$ cat src/rtl/ad_multi_pkg.sv
// Shared definitions for the multi-channel ADC capture engine: register map,
// frame FSM encoding and register reset defaults.
package ad_multi_pkg;

  localparam logic [7:0] RegCtrl     = 8'h00;
  localparam logic [7:0] RegChEnLo   = 8'h01;
  localparam logic [7:0] RegChEnHi   = 8'h02;
  localparam logic [7:0] RegPeriodLo = 8'h03;
  localparam logic [7:0] RegPeriodHi = 8'h04;
  localparam logic [7:0] RegOvfLo    = 8'h05;
  localparam logic [7:0] RegOvfHi    = 8'h06;
  localparam logic [7:0] RegSclkDiv  = 8'h07;
  localparam logic [7:0] RegStat     = 8'h08;
  localparam logic [7:0] RegInfo     = 8'h09;

  localparam logic [15:0] PERIOD_RST   = 16'd1000;
  localparam logic [7:0]  SCLK_DIV_RST = 8'd1;

  typedef enum logic [2:0] {
    StIdle  = 3'd0,
    StSetup = 3'd1,
    StShift = 3'd2,
    StHold  = 3'd3,
    StLoad  = 3'd4
  } frame_state_e;

endpackage

$ cat src/rtl/ad_rr_arb.sv
// NCH-way round-robin arbiter: grants the first requester at or after the
// start index, wrapping.
module ad_rr_arb #(
  parameter int unsigned NCH = 8,
  parameter int unsigned CHW = 4
) (
  input  logic [NCH-1:0] req,
  input  logic [CHW-1:0] start,
  output logic [CHW-1:0] gnt,
  output logic           any
);

  logic [2*NCH-1:0] dbl;
  logic [NCH-1:0]   rot;
  int unsigned      sum;

  always_comb begin
    dbl = {req, req} >> start;
    rot = dbl[NCH-1:0];
    gnt = '0;
    any = 1'b0;
    sum = 0;
    for (int unsigned p = 0; p < NCH; p++) begin
      if (!any && rot[p]) begin
        any = 1'b1;
        sum = 32'(start) + p;
        if (sum >= NCH) sum = sum - NCH;
        gnt = CHW'(sum);
      end
    end
  end

endmodule

$ cat src/rtl/ad_multi_ch.sv
// N-channel simultaneous-sampling serial ADC capture engine with fx-bus
// register file and a round-robin merged valid/ready sample stream.
module ad_multi_ch
  import ad_multi_pkg::*;
#(
  parameter int unsigned NCH        = 8,
  parameter int unsigned FRAME_BITS = 16,
  parameter int unsigned DW         = 16,
  parameter int unsigned CHW        = 4
) (
  input  logic            clk_sys,
  input  logic            rst,
  output logic            cs_n,
  output logic            sclk,
  input  logic [NCH-1:0]  sdata,
  output logic [DW-1:0]   ad_data,
  output logic [CHW-1:0]  ad_ch,
  output logic            ad_vld,
  input  logic            ad_rdy,
  input  logic [21:0]     fx_waddr,
  input  logic            fx_wr,
  input  logic [7:0]      fx_data,
  input  logic [21:0]     fx_raddr,
  input  logic            fx_rd,
  output logic [7:0]      fx_q,
  input  logic [5:0]      dev_id
);

  localparam int unsigned BW     = $clog2(FRAME_BITS + 1);
  localparam logic [15:0] ChMask = 16'((32'd1 << NCH) - 32'd1);

  logic        run_q, miss_q;
  logic [15:0] ch_en_q, period_q, ovf_q, per_cnt_q;
  logic [7:0]  sclk_div_q;
  logic [15:0] per_eff;
  logic [7:0]  div_eff;
  logic        tick, half_done, sample_en, load_en;

  frame_state_e   state_q, state_d;
  logic [7:0]     cnt_q, cnt_d;
  logic [BW-1:0]  bit_q, bit_d;
  logic           phase_q, phase_d;

  logic [DW-1:0]  shreg_q [NCH];
  logic [DW-1:0]  hold_q  [NCH];
  logic [NCH-1:0] hvld_q, hvld_d, ovf_set_n;

  logic           out_vld_q, out_load;
  logic [DW-1:0]  out_data_q, gnt_data;
  logic [CHW-1:0] out_ch_q, ptr_q, ptr_nxt, gnt;
  logic           gnt_any;

  logic       wsel, rsel, clr_ovf;
  logic [7:0] woff, roff, rdata;
  logic       unused_addr;

  assign unused_addr = ^{fx_waddr[15:8], fx_raddr[15:8]};

  assign per_eff   = (period_q == '0) ? 16'd1 : period_q;
  assign div_eff   = (sclk_div_q == '0) ? 8'd1 : sclk_div_q;
  assign tick      = run_q && (per_cnt_q >= per_eff - 16'd1);
  assign half_done = (cnt_q >= div_eff - 8'd1);
  assign sample_en = (state_q == StShift) && half_done && !phase_q;
  assign load_en   = (state_q == StLoad);

  // fx register file
  assign wsel    = fx_wr && (fx_waddr[21:16] == dev_id);
  assign woff    = fx_waddr[7:0];
  assign rsel    = fx_rd && (fx_raddr[21:16] == dev_id);
  assign roff    = fx_raddr[7:0];
  assign clr_ovf = wsel && (woff == RegCtrl) && fx_data[1];

  always_ff @(posedge clk_sys) begin
    if (rst) begin
      run_q      <= 1'b0;
      ch_en_q    <= '0;
      period_q   <= PERIOD_RST;
      sclk_div_q <= SCLK_DIV_RST;
      ovf_q      <= '0;
      miss_q     <= 1'b0;
    end else begin
      if (wsel) begin
        case (woff)
          RegCtrl:     run_q            <= fx_data[0];
          RegChEnLo:   ch_en_q[7:0]     <= fx_data & ChMask[7:0];
          RegChEnHi:   ch_en_q[15:8]    <= fx_data & ChMask[15:8];
          RegPeriodLo: period_q[7:0]    <= fx_data;
          RegPeriodHi: period_q[15:8]   <= fx_data;
          RegSclkDiv:  sclk_div_q       <= fx_data;
          default: ;
        endcase
      end
      if (clr_ovf) begin
        ovf_q  <= '0;
        miss_q <= 1'b0;
      end else begin
        ovf_q <= ovf_q | 16'(ovf_set_n);
        if (tick && (state_q != StIdle)) miss_q <= 1'b1;
      end
    end
  end

  always_comb begin
    rdata = '0;
    case (roff)
      RegCtrl:     rdata = {7'd0, run_q};
      RegChEnLo:   rdata = ch_en_q[7:0];
      RegChEnHi:   rdata = ch_en_q[15:8];
      RegPeriodLo: rdata = period_q[7:0];
      RegPeriodHi: rdata = period_q[15:8];
      RegOvfLo:    rdata = ovf_q[7:0];
      RegOvfHi:    rdata = ovf_q[15:8];
      RegSclkDiv:  rdata = sclk_div_q;
      RegStat:     rdata = {6'd0, miss_q, state_q != StIdle};
      RegInfo:     rdata = 8'(NCH);
      default:     rdata = '0;
    endcase
  end

  always_ff @(posedge clk_sys) begin
    if (rst) fx_q <= '0;
    else     fx_q <= rsel ? rdata : 8'd0;
  end

  always_ff @(posedge clk_sys) begin
    if (rst || !run_q || tick) per_cnt_q <= '0;
    else                       per_cnt_q <= per_cnt_q + 16'd1;
  end

  // Frame FSM: state register
  always_ff @(posedge clk_sys) begin
    if (rst) begin
      state_q <= StIdle;
      cnt_q   <= '0;
      bit_q   <= '0;
      phase_q <= 1'b0;
    end else begin
      state_q <= state_d;
      cnt_q   <= cnt_d;
      bit_q   <= bit_d;
      phase_q <= phase_d;
    end
  end

  // Frame FSM: next state. phase 0 = sclk low half, 1 = sclk high half.
  always_comb begin
    state_d = state_q;
    cnt_d   = cnt_q;
    bit_d   = bit_q;
    phase_d = phase_q;
    case (state_q)
      StIdle: begin
        if (tick) begin
          state_d = StSetup;
          cnt_d   = '0;
        end
      end
      StSetup: begin
        if (half_done) begin
          state_d = StShift;
          cnt_d   = '0;
          bit_d   = '0;
          phase_d = 1'b0;
        end else begin
          cnt_d = cnt_q + 8'd1;
        end
      end
      StShift: begin
        if (half_done) begin
          cnt_d = '0;
          if (!phase_q) begin
            phase_d = 1'b1;
          end else if (bit_q == BW'(FRAME_BITS - 1)) begin
            state_d = StHold;
          end else begin
            phase_d = 1'b0;
            bit_d   = bit_q + BW'(1);
          end
        end else begin
          cnt_d = cnt_q + 8'd1;
        end
      end
      StHold: begin
        if (half_done) begin
          state_d = StLoad;
          cnt_d   = '0;
        end else begin
          cnt_d = cnt_q + 8'd1;
        end
      end
      StLoad:  state_d = StIdle;
      default: state_d = StIdle;
    endcase
  end

  // Frame FSM: outputs
  always_comb begin
    cs_n = 1'b1;
    sclk = 1'b1;
    case (state_q)
      StSetup: cs_n = 1'b0;
      StShift: begin
        cs_n = 1'b0;
        sclk = phase_q;
      end
      default: ;
    endcase
  end

  ad_rr_arb #(
    .NCH (NCH),
    .CHW (CHW)
  ) u_arb (
    .req   (hvld_q),
    .start (ptr_q),
    .gnt   (gnt),
    .any   (gnt_any)
  );

  assign out_load = !out_vld_q || ad_rdy;
  // Pointer holds the channel after the last grant, so after reset ch0 leads.
  assign ptr_nxt  = (gnt == CHW'(NCH - 1)) ? '0 : gnt + CHW'(1);

  // A drain and a LOAD of the same channel: old value leaves, new one stays, no overflow.
  always_comb begin
    hvld_d    = hvld_q;
    ovf_set_n = '0;
    gnt_data  = '0;
    for (int unsigned i = 0; i < NCH; i++) begin
      if (gnt == CHW'(i)) gnt_data = hold_q[i];
      if (load_en && ch_en_q[i]) begin
        hvld_d[i] = 1'b1;
        if (hvld_q[i] && !(out_load && gnt_any && gnt == CHW'(i))) ovf_set_n[i] = 1'b1;
      end else if (out_load && gnt_any && gnt == CHW'(i)) begin
        hvld_d[i] = 1'b0;
      end
    end
  end

  always_ff @(posedge clk_sys) begin
    if (rst) begin
      for (int unsigned i = 0; i < NCH; i++) begin
        shreg_q[i] <= '0;
        hold_q[i]  <= '0;
      end
      hvld_q     <= '0;
      out_vld_q  <= 1'b0;
      out_data_q <= '0;
      out_ch_q   <= '0;
      ptr_q      <= '0;
    end else begin
      for (int unsigned i = 0; i < NCH; i++) begin
        if (sample_en) shreg_q[i] <= {shreg_q[i][DW-2:0], sdata[i]};
        if (load_en && ch_en_q[i]) hold_q[i] <= shreg_q[i];
      end
      hvld_q <= hvld_d;
      if (out_load) begin
        out_vld_q <= gnt_any;
        if (gnt_any) begin
          out_data_q <= gnt_data;
          out_ch_q   <= gnt;
          ptr_q      <= ptr_nxt;
        end
      end
    end
  end

  assign ad_vld  = out_vld_q;
  assign ad_data = out_data_q;
  assign ad_ch   = out_ch_q;

endmodule

$ cat config.mk
export PLATFORM = sky130hd
export DESIGN_NAME = ad_multi_ch
export DESIGN_NICKNAME = d
export VERILOG_FILES = /design/src/rtl/ad_multi_pkg.sv /design/src/rtl/ad_rr_arb.sv /design/src/rtl/ad_multi_ch.sv
export SDC_FILE = /design/constraint.sdc
export NUM_CORES = 1
export LEC_CHECK = 0
export CAP_MARGIN = 20
export CORE_ASPECT_RATIO = 0.7
export CORE_UTILIZATION = 35
export CTS_CLUSTER_DIAMETER = 30
export DETAILED_ROUTE_END_ITERATION = 10
export HOLD_SLACK_MARGIN = 0.12
export PLACE_DENSITY = 0.58
export SYNTH_ARGS = -nofsm -noshare
export SYNTH_HDL_FRONTEND = slang
export SYNTH_SLANG_ARGS = --single-unit
$ cat constraint.sdc
create_clock -name clk_sys -period 7.2 [get_ports clk_sys]
set_input_delay 0.72 -clock clk_sys [delete_from_list [all_inputs] [get_ports clk_sys]]
set_output_delay 0.72 -clock clk_sys [all_outputs]
set_load 0.05 [all_outputs]
==> qor.yml, run 1 <==
layout:
  final_layout_size_suffix_gt1_share_pct: 10.73
  layout-area-overhead-vs-synth_pct: 23.23
  antenna_cells: 0
  fillers: 4511
  seq_area_sq_um: 10010
  final_common_cell: "edfxtp_1"
  num-nets-final: 1733
  fin_util_pct: 44.19
  final_cell_mix: "256 x edfxtp_1, 194 x and2_1, 138 x nor2_1, 116 x dfxtp_1, 112 x a21oi_1"
  multiInputGateArea_sq_um: 6873
synth:
  synth_cell_types: 84
  netlist_area_sq_um: 17380
  synth_nets: 1640
  synthArstFlopShare_pct: 0
  synth_edf_count: 256
  synthCells: 1527
  yosysSeqAreaShare_pct: 57.60
  synthFlopType: "edfxtp_1"
  synth.area.top_cells: "edfxtp_1 44%, dfxtp_1 13%, and2_1 7.0%, a21oi_1 3.2%, ha_1 3.0%"
  yosysTopAreaCell: "edfxtp_1"
  netlist.area_leader.share_pct: 44.24
  ys_warn_count: 0
  avgSynthCellArea_sq_um: 11.38
  ys_seq_elements: 372
worst_setup_path:
  cpMaxStageDelayCell: "dfxtp_1"
  worstSetupStartpointType: "flip-flop"
  worstPathArrival_ns: 6.07
  crit_path_start: "ptr_q[0]"
  crit_path_end_kind: "flip-flop"
  critical_path.cell_chain: "clkinv_1 -> a21o_1 -> o21ai_0 -> nor4_1 -> a2111oi_0 -> o221a_2 -> ha_1 -> nor2b_4 -> a22oi_1 -> nor2_1 -> a21oi_1 -> nor2_1 -> a21oi_1 -> nor4_1 -> a221o_1"
  cpLargestDelayFamily: "compound AO/OA/AOI/OAI gates"
  crit_required_ns: 7.73
  crit_fanout: 32
  r2r-start: "ptr_q[0]"
  r2r_slack_ns: 1.66
  critPathBufInv: 1
  criticalPathCategory: "reg -> reg"
  cp_num_cells: 15
  slowest_delay_ns: 0.99
  reg2regPathDepth: 15
route:
  num_vias: 12080
  first_iter_violations: 974
  post-route-drc-count: 0
  drtPass1Iterations: 5
  wl_per_cell_um: 18.42
  routed_wl_mm: 42.98
  ant_nets: 0
  viasPerCell: 5.178
clock_network:
  numCtsBuffers: 75
  clk_latency_ns: 0.60
  path_clk_slew_ns: 0.05
  h-tree-depth: 3
  clock_path_buffers: 3
  cts_resized: 0
  post_cts_buffers: 0
  cts_num_sinks: 372
  cts_hold_buffers: 0
  root_buffer: "clkbuf_16"
  cts_tree: "yes"
run:
  cap_violations: 0
power:
  sw_frac_of_total_pct: 21.12
  power_frac_comb_pct: 2.1
  p_int_w: 0.004733
  peakVddDrop_mv: 0.1886
  p_sw_w: 0.001267
  power_density_nw_per_um2: 280.2
  sequentialPowerShare_pct: 39.4
  clkPwrFrac_pct: 58.5
  power.total_w: 0.006000
  power.leakage_nw: 7.951
hold_path:
  hp-start: "ptr_q[1]"
  min_path_cells: 2
  min_path_type: "reg -> reg"
run_status:
  status: "finished, final reports clean"
grt:
  antenna_found_initial: 0
  gr-total-overflow: 0
  grt.total_usage_pct: 17.25
  grt_pass1_vias: 11690
  grt_max_degree: 97
  grt_pass1_wl_mm: 67.85
floorplan:
  die_area_sq_um: 50560
  row_count: 67
  ios: 102
  start_util_pct: 35.86
  core_area_sq_um: 48450
  die_y_um: 188.4
  fp.dieW_um: 268.3
sta:
  setup_tns_ns: 0
  clock_skew_ns: 0.04430
  slew_violations: 0
  setup_viol: 0
  worst_pin_slew_ns: 1.080
  grt_setup_unrepaired: "false"
  max_freq_mhz: 180.6
  relSlewSlack_pct: 27.47
  min_period_ns: 5.536
  timing.final.crit_share_pct: 76.89
  final_hold_viol_count: 0
placement:
  portBuffers: 85
  gp_congestion: 0.8631
  dp_hpwl_mm: 27.83
## layout make-up
type / count / area share, %
clock inverters: 48 / 2.781
flip-flops and latches: 372 / 46.75
clock buffers: 87 / 9.267
multi-input cells: 1043 / 32.10
repair buffers: 105 / 4.879
well taps: 655 / 3.827
inverters: 23 / 0.4032
## worst reg2reg max path: stages (launching register included)
cell and delay, ns:
dfxtp_1 0.99, clkinv_1 0.60, a21o_1 0.31, o21ai_0 0.34, nor4_1 0.15, a2111oi_0 0.45, o221a_2 0.38, ha_1 0.33
nor2b_4 0.76, a22oi_1 0.18, nor2_1 0.15, a21oi_1 0.09, nor2_1 0.20, a21oi_1 0.15, nor4_1 0.26, a221o_1 0.15
## power groups by stage
stage	clock network [W]	logic [W]	registers (W)
floorplan	0	0.0000586	0.00240
CTS	0.00357	0.000130	0.00236
finish	0.00351	0.000128	0.00236
detailed placement	0	0.000130	0.00240
global placement	0	0.000128	0.00240
global route	0.00367	0.000140	0.00237
## final timing paths
path	to
max	ad_data[0]
min	ptr_q[1]
max reg2reg	ad_data[0]
min reg2reg	ptr_q[1]
## Yosys cell counts, drive strengths merged, types with 25 or more instances
| library cell | number |
|---|---|
| nand3 | 34 |
| buf | 25 |
| nor2b | 40 |
| mux2i | 42 |
| dfxtp | 116 |
| a22oi | 40 |
| a21oi | 113 |
| nor3 | 25 |
| edfxtp | 256 |
| ha | 42 |
| clkbuf | 64 |
| nor2 | 140 |
| o21ai | 31 |
| and2 | 194 |
| nand2 | 65 |
## registers in the layout, summed over array words and instances (netlist names)
register and count:
hold_q 128, state_q 3, hvld_q 8, bit_q 5
phase_q 1, ad_ch 4, sclk_div_q 8, ch_en_q 8
ad_data 16, ptr_q 4, miss_q 1, run_q 1
fx_q 8, ad_vld 1, shreg_q 128, per_cnt_q 16
cnt_q 8, period_q 16, ovf_q 8
## metal layers
layer | GRT usage [%] | up-vias | share of wire, %
li1 | - | 5793 | -
met1 | 26.44 | 5913 | 51
met2 | 23.32 | 299 | 41
met3 | 4.143 | 76 | 6.0
met4 | 5.802 | 0 | 2.2
met5 | 0 | - | 0
## cells by family after synthesis
family | after synthesis | synth area share, %
AOI/OAI and AO/OA | 293 | 11.38
xor gates and xnor gates | 46 | 2.319
DFF | 372 | 57.60
muxes | 50 | 3.478
adders and majority gates | 42 | 3.024
and+or+nand+nor | 612 | 19.17
buffers and inverters | 112 | 3.017
## stage by stage
step | cell area (sq um) | hold WS [ns] | setup WS, ns | instances
final | 21410 | 0.4557 | 1.664 | 2333
after global routing | 21410 | 0.4712 | 1.171 | 2333
after CTS | 21350 | 0.4526 | 1.667 | 2328
after detailed placement | 18770 | 0.4470 | 1.670 | 2193
after global placement | 18750 | 0.4441 | 1.732 | 2192
after floorplan | 17380 | 0.4324 | 1.019 | 1527
Power figures use the tool's default switching activity.
==> run 2, diff against run 1 <==
- PLACE_DENSITY: 0.58 -> 0.59
- clock period: 7.2 -> 4.49 ns (I/O delays scaled with it)
==> run 2 against run 1 <==
Net effect:
- sequential power rose by 61%
- combinational power rose by 66%
- sequential share of layout area fell by 0.70 points
- count of clock-buffer cells in the layout fell by 1
- clock skew fell by 0.015 ns
- hold slack got worse by 0.0069 ns
- critical path type unchanged
- largest power group unchanged
- highest routed layer unchanged
==> qor.yml, run 2 (synthesis gave the netlist of run 1 again) <==
grt:
  gr-total-overflow: 0
  grt_pass1_wl_mm: 67.68
  antenna_found_initial: 0
  grt_max_degree: 97
  grt.total_usage_pct: 17.24
  grt_pass1_vias: 11780
clock_network:
  h-tree-depth: 3
  cts_tree: "yes"
  cts_num_sinks: 372
  cts_hold_buffers: 0
  root_buffer: "clkbuf_16"
  post_cts_buffers: 0
  clk_latency_ns: 0.60
  path_clk_slew_ns: 0.05
  clock_path_buffers: 3
  numCtsBuffers: 73
placement:
  dp.cells: 2244
  portBuffers: 85
  dp_hpwl_mm: 29.31
  gp_congestion: 0.8631
  place_area_sq_um: 19230
power:
  power_density_nw_per_um2: 424.4
  peakVddDrop_mv: 0.2221
  power.leakage_nw: 8.169
worst_setup_path:
  crit_path_end_kind: "flip-flop"
  worstPathArrival_ns: 4.76
  criticalPathCategory: "reg -> reg"
  reg2regPathDepth: 21
  crit_fanout: 4
  crit_required_ns: 4.99
  r2r_slack_ns: 0.23
  worstSetupStartpointType: "flip-flop"
  r2r-start: "period_q[8]"
  r2r-end: "cnt_q[4]"
layout:
  layout-area-overhead-vs-synth_pct: 25.14
  fin_util_pct: 44.88
  final_cell_mix: "256 x edfxtp_1, 194 x and2_1, 136 x nor2_1, 114 x dfxtp_1, 109 x a21oi_1"
  num-nets-final: 1780
  final_layout_size_suffix_gt1_share_pct: 14.43
  final_cell_area_sq_um: 21750
  instances_no_fill: 2381
  fillers: 4457
  final_common_cell: "edfxtp_1"
  largestRegisters: "hold_q x128, shreg_q x128"
  antenna_cells: 0
sta:
  max_freq_mhz: 234.5
  holdWs_ns: 0.4488
  final_hold_viol_count: 0
  min_period_ns: 4.264
  grt_setup_unrepaired: "false"
  timing.final.crit_share_pct: 94.97
  worst_pin_slew_ns: 1.113
  clock_skew_ns: 0.02887
  relSlewSlack_pct: 25.80
  setup_tns_ns: 0
  setup_viol: 0
  slew_violations: 0
run_status:
  status: "finished, final reports clean"
route:
  post-route-drc-count: 0
  wl_per_cell_um: 18.10
  num_vias: 12230
  routed_wl_mm: 43.10
  viasPerCell: 5.137
  drtPass1Iterations: 7
  first_iter_violations: 1013
  ant_nets: 0
hold_path:
  hp-start: "ad_ch[3]"
  min_to: "ad_ch[3]"
  min_path_cells: 2
  min_path_type: "reg -> reg"
floorplan:
  start_util_pct: 35.86
  die_y_um: 188.4
  row_count: 67
  fp.dieW_um: 268.3
  core_area_sq_um: 48450
  die_area_sq_um: 50560
  ios: 102
run:
  cap_violations: 0
run 2: cell count changes in the layout (fill, tap and decap cells not counted), moves of 3 or more:
cell and change:
inv_6 +3, a21oi_1 -3, nor3_2 +3, clkinv_4 +3, clkinv_2 +3, buf_12 +6, bufinv_16 -6, buf_4 +47
nor3_1 -3, clkbuf_16 -4, a21oi_2 +3
run 2: how the worst max path moves through the flow:
stage	from	to	slack [ns]	cells after the start
after floorplan	period_q[8]	per_cnt_q[10]	0.009	21
after global placement	period_q[2]	cnt_q[4]	0.06	22
after detailed placement	period_q[2]	cnt_q[5]	-0.01	21
after CTS	period_q[8]	per_cnt_q[4]	0.002	18
after global routing	period_q[8]	cnt_q[4]	0.008	21
final	period_q[8]	cnt_q[4]	0.23	21
run 2: critical path, cell delays in order, from the launching register on:
cell	delay, ns
dfxtp_1	0.31
or4_4	0.56
nor3_2	0.16
or4b_4	0.49
nor2_2	0.12
nor2_1	0.07
ha_1	0.20
nand3b_1	0.12
nor3_1	0.07
nand2_1	0.09
xor2_1	0.18
ha_1	0.27
a21o_1	0.19
a21o_1	0.17
a21oi_1	0.14
o21ai_1	0.09
a31o_2	0.25
a41oi_1	0.17
buf_4	0.19
buf_4	0.13
nand2_1	0.05
a31oi_1	0.15
run 2: area by class of cell:
type	instances	area [sq um]	share of cell area, %
Clock buffer	86	1926	8.855
Tap cell	655	819.5	3.769
Clock inverter	48	480.5	2.209
Inverter	23	86.33	0.3970
Multi-Input combinational cell	1043	6968	32.04
Sequential cell	372	10010	46.04
Timing Repair Buffer	154	1454	6.686
run 2: metrics by stage:
stage / worst slack [ns] / total power (W)
5_1_grt: 0.008241 / 0.009519
4_1_cts: 0.002456 / 0.009333
3_5_place_dp: -0.01291 / 0.004069
3_3_place_gp: 0.05717 / 0.004064
6_report: 0.2258 / 0.009228
2_1_floorplan: 0.008772 / 0.003938
run 2: power by group:
group	switching (W)	internal, W
logic	0.000132	0.0000809
clock network	0.00188	0.00334
registers	0.0000294	0.00376
total	0.00204	0.00718
run 2: what timing repair did:
action | 4_1_cts | 5_1_grt
setup endpoints to repair | 21 | 40
gates resized for setup | 2 | 19
pin swaps | 0 | 5
run 2: layer usage:
metal	GRT usage, %	part of all wire [%]
met2	23.47	41
met1	26.50	51
met4	4.879	2.0
met3	4.339	6.3
met5	0	0
==> run 3, diff against run 2 <==
- ABC_CLOCK_PERIOD_IN_PS: not set -> 4490
- DONT_BUFFER_PORTS: not set -> 1
- PLACE_DENSITY: 0.59 -> 0.57
- SETUP_SLACK_MARGIN: not set -> 0.1
==> run 3 against run 2 <==
Net effect:
- flip-flop and latch count unchanged
- critical path depth decreased by 1
- via count fell by 0.29%
- non-clock buffer count decreased by 27
- setup slack lost 0.037 ns
- sequential share of layout area rose by 0.10 points
- first-iteration DRC count is 5.6% lower
- register-to-register slack lost 0.04 ns
- global-route usage is 0.37 points higher
- total power is 2.3% higher
- count of clock-buffer cells in the layout rose by 6
==> qor.yml, run 3 (synthesis gave the netlist of run 1 again) <==
grt:
  grtUsageMet2_pct: 23.50
  grt_pass1_wl_mm: 68.68
  met1_usage_pct: 27.25
  top_usage_layer: "met1"
  grt_max_degree: 83
  grt_pass1_vias: 11760
  grt.total_usage_pct: 17.61
  use_met3_pct: 4.300
  antenna_found_initial: 0
  gr-total-overflow: 0
placement:
  dp.cells: 2192
  place_area_sq_um: 18650
  dp_hpwl_mm: 29.33
  gp_congestion: 0.8463
  portBuffers: 0
layout:
  layout-area-overhead-vs-synth_pct: 24.87
  largestRegisters: "hold_q x128, shreg_q x128"
  final_cell_mix: "256 x edfxtp_1, 194 x and2_1, 132 x nor2_1, 114 x dfxtp_1, 100 x a21oi_1"
  num-nets-final: 1757
  final_common_cell: "edfxtp_1"
  fillers: 4489
  antenna_cells: 0
  final_layout_size_suffix_gt1_share_pct: 18.56
  final_cell_area_sq_um: 21700
  instances_no_fill: 2363
clock_network:
  h-tree-depth: 3
  cts_tree: "yes"
  cts_num_sinks: 372
  clock_path_buffers: 3
  clk_latency_ns: 0.59
  root_buffer: "clkbuf_16"
  path_clk_slew_ns: 0.04
  numCtsBuffers: 77
floorplan:
  row_count: 67
  die_y_um: 188.4
  core_area_sq_um: 48450
  fp.dieW_um: 268.3
  ios: 102
  die_area_sq_um: 50560
  start_util_pct: 35.86
worst_setup_path:
  slowest_delay_ns: 0.56
  criticalPathCategory: "reg -> reg"
  worstPathArrival_ns: 4.81
  cpLargestDelayFamily: "simple AND/OR/NAND/NOR gates"
  crit_fanout: 8
  r2r-start: "period_q[9]"
  cp_common_cell: "a21o_1"
  critical_path.cell_chain: "or4_4 -> nor3_4 -> or4b_4 -> nor2_4 -> nor2_1 -> ha_2 -> nand3b_1 -> nor3_2 -> nand2_1 -> xor2_1 -> ha_1 -> a21o_1 -> a21o_1 -> a21oi_2 -> o21ai_1 -> buf_4 -> a21o_1 -> or3b_4 -> clkbuf_16 -> nor2_1"
  critPathBufInv: 2
  worstSetupStartpointType: "flip-flop"
  crit_path_start: "period_q[9]"
  crit_required_ns: 5.00
  crit_path_end_kind: "flip-flop"
  cpMaxStageDelayCell: "or4_4"
route:
  ant_nets: 0
  first_iter_violations: 956
  wl_per_cell_um: 18.75
  post-route-drc-count: 0
  drtPass1Iterations: 8
  viasPerCell: 5.162
  routed_wl_mm: 44.30
  num_vias: 12200
power:
  power.leakage_nw: 8.195
  peakVddDrop_mv: 0.2618
  power_density_nw_per_um2: 435.1
  power.total_w: 0.009441
sta:
  min_period_ns: 4.301
  setup_viol: 0
  grt_setup_unrepaired: "true"
  worst_pin_slew_ns: 1.157
  clock_skew_ns: 0.02157
  holdWs_ns: 0.1494
  max_freq_mhz: 232.5
  timing.final.crit_share_pct: 95.79
  final_hold_viol_count: 0
  slew_violations: 0
  relSlewSlack_pct: 22.30
run:
  cap_violations: 0
run_status:
  status: "finished, final reports clean"
hold_path:
  min_path_type: "in -> reg"
  hp-start: "rst"
-- run 3: worst paths after layout --
path             endpoint  cells past startpoint  slack [ns]
max          per_cnt_q[3]                     20        0.19
min             hvld_q[0]                      2        0.15
max reg2reg  per_cnt_q[3]                     20        0.19
min reg2reg        miss_q                      1        0.47
-- run 3: metrics by stage --
step | setup WS (ns) | setup TNS [ns] | utilization (%)
2_1_floorplan | 0.1578 | 0 | -
3_5_place_dp | -0.1441 | -0.9224 | 38.49
4_1_cts | 0.1088 | 0 | 44.27
6_report | 0.1888 | 0 | 44.78
5_1_grt | 0.05921 | 0 | 44.78
3_3_place_gp | -0.1790 | -1.353 | 38.49
-- run 3: power breakdown --
part | leakage (nW) | switching, W | internal [W]
clock | 1.22 | 0.00189 | 0.00358
combinational | 3.40 | 0.000123 | 0.0000541
sequential | 3.57 | 0.0000294 | 0.00376
-- run 3: timing repair --
action,in CTS,in global routing
buffers inserted,2,3
pin swaps,0,14
endpoints found under the hold margin,125,1
setup endpoints to repair,37,202
cloned,0,1
resized for setup,7,44
hold buffers,19,1
-- run 3: cell type report --
| class | count | area, sq um | area share [%] |
|---|---|---|---|
| Multi-Input combinational cell | 1043 | 7096 | 32.70 |
| Clock inverter | 51 | 491.7 | 2.266 |
| Tap cell | 655 | 819.5 | 3.777 |
| Clock buffer | 92 | 2054 | 9.468 |
| Inverter | 23 | 86.33 | 0.3979 |
| Timing Repair Buffer | 127 | 1139 | 5.247 |
| Sequential cell | 372 | 10010 | 46.14 |
-- run 3: metal layers --
metal  share of wire (%)  routed length (um)
met1                  50               22220
met2                  41               18230
met3                 6.6                2932
met4                 2.1                 911
met5                   0                   0
